$ cat src/rtl/rotor_b_path.sv
// Return path of the Enigma datapath: inverse rotor2, rotor1, rotor0 in a
// three-stage valid/ready pipeline; rotor positions travel with each character.
module rotor_b_path (
  input  logic       clk,
  input  logic       rst,
  input  logic       in_valid,
  output logic       in_ready,
  input  logic [4:0] data_in,
  input  logic [4:0] r1_pos,
  input  logic [4:0] r2_pos,
  input  logic [4:0] r3_pos,
  output logic       out_valid,
  input  logic       out_ready,
  output logic [4:0] data_out,
  output logic       err
);

  // Inverse of rotor I "EKMFLGDQVZNTOWYHXUSPAIBRCJ"
  function automatic logic [4:0] inv_r0(input logic [4:0] idx);
    logic [4:0] t;
    t = 5'd0;
    case (idx)
      5'd0:  t = 5'd20;
      5'd1:  t = 5'd22;
      5'd2:  t = 5'd24;
      5'd3:  t = 5'd6;
      5'd4:  t = 5'd0;
      5'd5:  t = 5'd3;
      5'd6:  t = 5'd5;
      5'd7:  t = 5'd15;
      5'd8:  t = 5'd21;
      5'd9:  t = 5'd25;
      5'd10: t = 5'd1;
      5'd11: t = 5'd4;
      5'd12: t = 5'd2;
      5'd13: t = 5'd10;
      5'd14: t = 5'd12;
      5'd15: t = 5'd19;
      5'd16: t = 5'd7;
      5'd17: t = 5'd23;
      5'd18: t = 5'd18;
      5'd19: t = 5'd11;
      5'd20: t = 5'd17;
      5'd21: t = 5'd8;
      5'd22: t = 5'd13;
      5'd23: t = 5'd16;
      5'd24: t = 5'd14;
      5'd25: t = 5'd9;
      default: t = 5'd0;
    endcase
    return t;
  endfunction

  // Inverse of rotor II "AJDKSIRUXBLHWTMCQGZNPYFVOE"
  function automatic logic [4:0] inv_r1(input logic [4:0] idx);
    logic [4:0] t;
    t = 5'd0;
    case (idx)
      5'd0:  t = 5'd0;
      5'd1:  t = 5'd9;
      5'd2:  t = 5'd15;
      5'd3:  t = 5'd2;
      5'd4:  t = 5'd25;
      5'd5:  t = 5'd22;
      5'd6:  t = 5'd17;
      5'd7:  t = 5'd11;
      5'd8:  t = 5'd5;
      5'd9:  t = 5'd1;
      5'd10: t = 5'd3;
      5'd11: t = 5'd10;
      5'd12: t = 5'd14;
      5'd13: t = 5'd19;
      5'd14: t = 5'd24;
      5'd15: t = 5'd20;
      5'd16: t = 5'd16;
      5'd17: t = 5'd6;
      5'd18: t = 5'd4;
      5'd19: t = 5'd13;
      5'd20: t = 5'd7;
      5'd21: t = 5'd23;
      5'd22: t = 5'd12;
      5'd23: t = 5'd8;
      5'd24: t = 5'd21;
      5'd25: t = 5'd18;
      default: t = 5'd0;
    endcase
    return t;
  endfunction

  // Inverse of rotor III "BDFHJLCPRTXVZNYEIWGAKMUSQO"
  function automatic logic [4:0] inv_r2(input logic [4:0] idx);
    logic [4:0] t;
    t = 5'd0;
    case (idx)
      5'd0:  t = 5'd19;
      5'd1:  t = 5'd0;
      5'd2:  t = 5'd6;
      5'd3:  t = 5'd1;
      5'd4:  t = 5'd15;
      5'd5:  t = 5'd2;
      5'd6:  t = 5'd18;
      5'd7:  t = 5'd3;
      5'd8:  t = 5'd16;
      5'd9:  t = 5'd4;
      5'd10: t = 5'd20;
      5'd11: t = 5'd5;
      5'd12: t = 5'd21;
      5'd13: t = 5'd13;
      5'd14: t = 5'd25;
      5'd15: t = 5'd7;
      5'd16: t = 5'd24;
      5'd17: t = 5'd8;
      5'd18: t = 5'd23;
      5'd19: t = 5'd9;
      5'd20: t = 5'd22;
      5'd21: t = 5'd11;
      5'd22: t = 5'd17;
      5'd23: t = 5'd10;
      5'd24: t = 5'd14;
      5'd25: t = 5'd12;
      default: t = 5'd0;
    endcase
    return t;
  endfunction

  // (Winv[(in + p) mod 26] - p) mod 26; out-of-range codes give don't-care results
  // because err is already set for them.
  function automatic logic [4:0] inv_step(input logic [1:0] rotor,
                                          input logic [4:0] in,
                                          input logic [4:0] p);
    logic [5:0] idx;
    logic [5:0] w;
    logic [5:0] res;
    idx = {1'b0, in} + {1'b0, p};
    if (idx >= 6'd26) idx = idx - 6'd26;
    case (rotor)
      2'd0:    w = {1'b0, inv_r0(idx[4:0])};
      2'd1:    w = {1'b0, inv_r1(idx[4:0])};
      default: w = {1'b0, inv_r2(idx[4:0])};
    endcase
    res = w + 6'd26 - {1'b0, p};
    if (res >= 6'd26) res = res - 6'd26;
    return res[4:0];
  endfunction

  logic       v1, v2, v3;
  logic [4:0] d1, d2, d3;
  logic       e1, e2, e3;
  logic [4:0] r1_s1, r2_s1, r1_s2;
  logic       ld1, ld2, ld3;
  logic       bad_in;
  logic [4:0] m1, m2, m3;

  always_comb begin
    ld3      = !v3 || out_ready;
    ld2      = !v2 || ld3;
    ld1      = !v1 || ld2;
    in_ready = ld1;
    bad_in   = (data_in > 5'd25) || (r1_pos > 5'd25) ||
               (r2_pos > 5'd25) || (r3_pos > 5'd25);
    m1       = inv_step(2'd2, data_in, r3_pos);
    m2       = inv_step(2'd1, d1, r2_s1);
    m3       = inv_step(2'd0, d2, r1_s2);
  end

  always_ff @(posedge clk) begin
    if (rst) begin
      v1    <= 1'b0;
      v2    <= 1'b0;
      v3    <= 1'b0;
      d1    <= 5'd0;
      d2    <= 5'd0;
      d3    <= 5'd0;
      e1    <= 1'b0;
      e2    <= 1'b0;
      e3    <= 1'b0;
      r1_s1 <= 5'd0;
      r2_s1 <= 5'd0;
      r1_s2 <= 5'd0;
    end else begin
      if (ld1) begin
        v1 <= in_valid;
        if (in_valid) begin
          d1    <= m1;
          e1    <= bad_in;
          r1_s1 <= r1_pos;
          r2_s1 <= r2_pos;
        end
      end
      if (ld2) begin
        v2 <= v1;
        if (v1) begin
          d2    <= m2;
          e2    <= e1;
          r1_s2 <= r1_s1;
        end
      end
      if (ld3) begin
        v3 <= v2;
        if (v2) begin
          d3 <= e2 ? 5'd31 : m3;
          e3 <= e2;
        end
      end
    end
  end

  assign out_valid = v3;
  assign data_out  = d3;
  assign err       = e3;

endmodule
$ cat config.mk
export PLATFORM = sky130hd
export DESIGN_NAME = rotor_b_path
export DESIGN_NICKNAME = d
export VERILOG_FILES = /design/src/rtl/rotor_b_path.sv
export SDC_FILE = /design/constraint.sdc
export NUM_CORES = 1
export LEC_CHECK = 0
export BUFFER_PORTS_ARGS = -buffer_cell sky130_fd_sc_hd__buf_2
export CAP_MARGIN = 20
export CORE_MARGIN = 5
export CORE_UTILIZATION = 55
export CTS_BUF_LIST = sky130_fd_sc_hd__clkbuf_8
export DETAILED_ROUTE_END_ITERATION = 10
export PLACE_DENSITY = 0.79
export SLEW_MARGIN = 20
export SYNTH_ARGS = -nofsm -noshare
export SYNTH_HDL_FRONTEND = slang
export SYNTH_SLANG_ARGS = --single-unit
$ cat constraint.sdc
create_clock -name clk -period 13.5 [get_ports clk]
set_clock_uncertainty 0.05 [all_clocks]
set_input_delay 1.35 -clock clk [delete_from_list [all_inputs] [get_ports clk]]
set_output_delay 1.35 -clock clk [all_outputs]
set_load 0.01 [all_outputs]
==> impl_metrics.py <==
metrics = {
    "global_route": {
        "grt-ovfl-total": 0,
        "antenna_found_initial": 0,
        "grt_pass1_wl_um": 14600,
        "grt_start_max_net_pins": 37,
        "track_usage_pct": 19.8,
        "grt_pass1_vias": 3390,
    },
    "sta": {
        "whs_ns": 0.407,
        "worst_slew_pin_slew_ns": 0.795,
        "rsz0062_at_grt": "no",
        "setup_tns_ns": 0,
        "slew-limit-headroom_pct": 46.9,
        "period_needed_ns": 6.09,
        "setup_ws_ns": 7.41,
        "hold_viol": 0,
        "period_share_pct": 45.1,
        "finalSetupViolations": 0,
        "drv_slew": 0,
        "fmax_ghz": 0.164,
    },
    "cts": {
        "ctsLongestPathBuffers": 2,
        "cts_hold_buffers": 0,
        "cts_max_level": 2,
        "clkSinkCount": 36,
        "cts_resized": 0,
        "numCtsBuffers": 5,
        "clk_pin_slew_ns": 0.08,
        "cts_root_buf": "clkbuf_8",
        "post-cts-setup-buffers": 0,
        "cts_tree": "yes",
        "clk_latency_ns": 0.29,
    },
    "detailed_routing": {
        "vias": 3581,
        "drt_wl_total_um": 8770,
        "first_pass_iters": 4,
        "initialDrtViolationCount": 119,
        "final_antenna_net_count": 0,
        "drc": 0,
        "routedWlPerCell_um": 14.0,
        "routed_via_density": 5.73,
    },
    "logic_synthesis": {
        "synth.largest_area_cell": "ha_1",
        "ys.flop_type": "dfxtp_1",
        "synthArstFlopShare_pct": 0,
        "synth_area_um2": 4020,
        "ys_ff_latch": 36,
        "synth.distinct_cells": 60,
        "synthCells": 499,
        "yosys_warnings": 0,
        "mappedNetlistNets": 595,
        "synth_top_cell_area_share_pct": 20.6,
        "syn_area_per_cell_um2": 8.05,
        "ys_seq_area_share_pct": 17.9,
        "netlist_top_cells_area": "ha_1 21%, dfxtp_1 18%, a21oi_1 5.7%, nand2_1 5.4%, mux2i_1 4.7%",
        "synth-edff-count": 0,
    },
    "layout": {
        "insertedDiodeCount": 0,
        "synthToLayoutAreaGrowth_pct": 8.47,
        "postLayoutCoreUtil_pct": 60.7,
        "nets": 621,
        "mostFrequentLayoutCell": "ha_1",
        "fin_cells": 625,
        "layout_common_cells": "66 x ha_1, 58 x nand2_1, 46 x inv_1, 46 x a21oi_1, 41 x nor2_1",
        "fillers": 648,
        "drive_gt1_share_pct": 12.5,
    },
    "die": {
        "initial_utilization_pct": 56.0,
        "core_area_um2": 7180,
        "fp.dieW_um": 95.5,
        "num_rows": 31,
        "io_pins": 32,
        "die_area_um2": 9110,
        "fp.dieH_um": 95.5,
    },
    "min_path": {
        "min_delay_path_depth": 2,
        "hold_path.class": "flop to flop",
    },
    "setup_path": {
        "startpoint_type": "primary input",
        "critical_path_class": "primary input to flop",
        "cp-end-kind": "flop",
        "required_ns": 13.68,
        "path_max_fanout": 5,
        "arrival_ns": 6.26,
        "worst_r2r_path_depth": 22,
    },
    "placement": {
        "hpwl_um": 6940,
        "port-buffer-count": 31,
        "finalWeightedCongestion": 0.903,
        "placed_cells": 617,
        "pre_cts_ws_ns": 6.97,
    },
    "power": {
        "powerDensity_nw_per_um2": 260,
        "p_leak_uw": 0.00203,
        "vdd_ir_drop_max_mv": 0.204,
    },
    "outcome": {
        "status": "completed",
    },
    "run": {
        "cap_violations": 0,
    },
}
## Yosys cell counts (all sizes together), types with 3 or more instances
| cell | n |
|---|---|
| nor2b | 5 |
| mux2i | 20 |
| mux2 | 4 |
| or3 | 4 |
| xnor2 | 21 |
| dfxtp | 36 |
| a21oi | 47 |
| inv | 45 |
| xor2 | 4 |
| and2 | 3 |
| a32oi | 3 |
| nand2 | 58 |
| a31oi | 4 |
| a21o | 14 |
| o21ai | 18 |
| nor3 | 8 |
| nand3 | 10 |
| o221ai | 3 |
| ha | 66 |
| buf | 3 |
| or2 | 3 |
| o21bai | 3 |
| nor2 | 42 |
| fa | 6 |
| o211ai | 10 |
| a211o | 5 |
| a211oi | 15 |
| clkbuf | 11 |
## sequential cells by signal, summed over array words and instances, names as in the netlist
register	cells
d1	5
d2	5
data_out	5
r1_s1	5
r1_s2	5
r2_s1	5
e1	1
e2	1
err	1
out_valid	1
v1	1
v2	1
## stage by stage
| stage | power, uW | area [um^2] |
|---|---|---|
| 4_1_cts | 1140 | 4350 |
| 6_report | 1130 | 4360 |
| 2_1_floorplan | 881 | 4020 |
| 3_5_place_dp | 1030 | 4250 |
| 3_3_place_gp | 988 | 4250 |
| 5_1_grt | 1280 | 4360 |
## power by group
part	total, uW	switching (uW)	internal [uW]
clock network	94.9	40.8	54.1
registers	130	9.91	120
logic	909	504	406
## metal layers
layer | GRT usage (%) | wire [um]
met1 | 22.3 | 3720
met2 | 37.3 | 4610
met3 | 3.39 | 250
met4 | 6.28 | 188
met5 | 0 | 0
## logic make-up after synthesis
family	Yosys count	share of synthesized area [%]
compound gates	143	24.5
simple gates	139	15.2
xor+xnor	25	6.29
flops	36	17.9
mux	25	6.76
fa+ha+maj	72	23.6
buf+inv	59	5.83
## area by class of cell
type	count	area, um^2	area share (%)
multi-input cells	404	3070	70.4
flip-flops and latches	36	721	16.5
repair buffers	33	170	3.91
inverters	45	169	3.88
well taps	99	124	2.84
clock buffers	5	68.8	1.58
clock inverters	3	38.8	0.890
## critical path: stages
cell       delay [ns]
buf_2            0.10
ha_1             0.24
fa_1             0.41
xnor2_1          0.20
o2bb2ai_1        0.19
nor4_2           0.41
nor2_2           0.12
xnor2_1          0.40
ha_1             0.30
a2bb2oi_1        0.18
nor2_1           0.05
a211o_1          0.23
ha_1             0.27
inv_1            0.04
ha_1             0.21
fa_1             0.41
a21o_1           0.18
a21oi_1          0.18
xnor2_1          0.16
or2_2            0.34
nand2_1          0.08
o211ai_1         0.09
a21oi_1          0.15
## worst paths after layout
kind	slack, ns	end	startpoint
worst max-delay path	7.41	d1[1]$_SDFFE_PP0P_	data_in[0]
worst min-delay path	0.41	e2$_SDFFE_PP0P_	e1$_SDFFE_PP0P_
worst max register to register	7.88	d2[2]$_SDFFE_PP0P_	d1[0]$_SDFFE_PP0P_
worst min register to register	0.41	e2$_SDFFE_PP0P_	e1$_SDFFE_PP0P_
No activity file was read; power rests on OpenSTA's default activity.
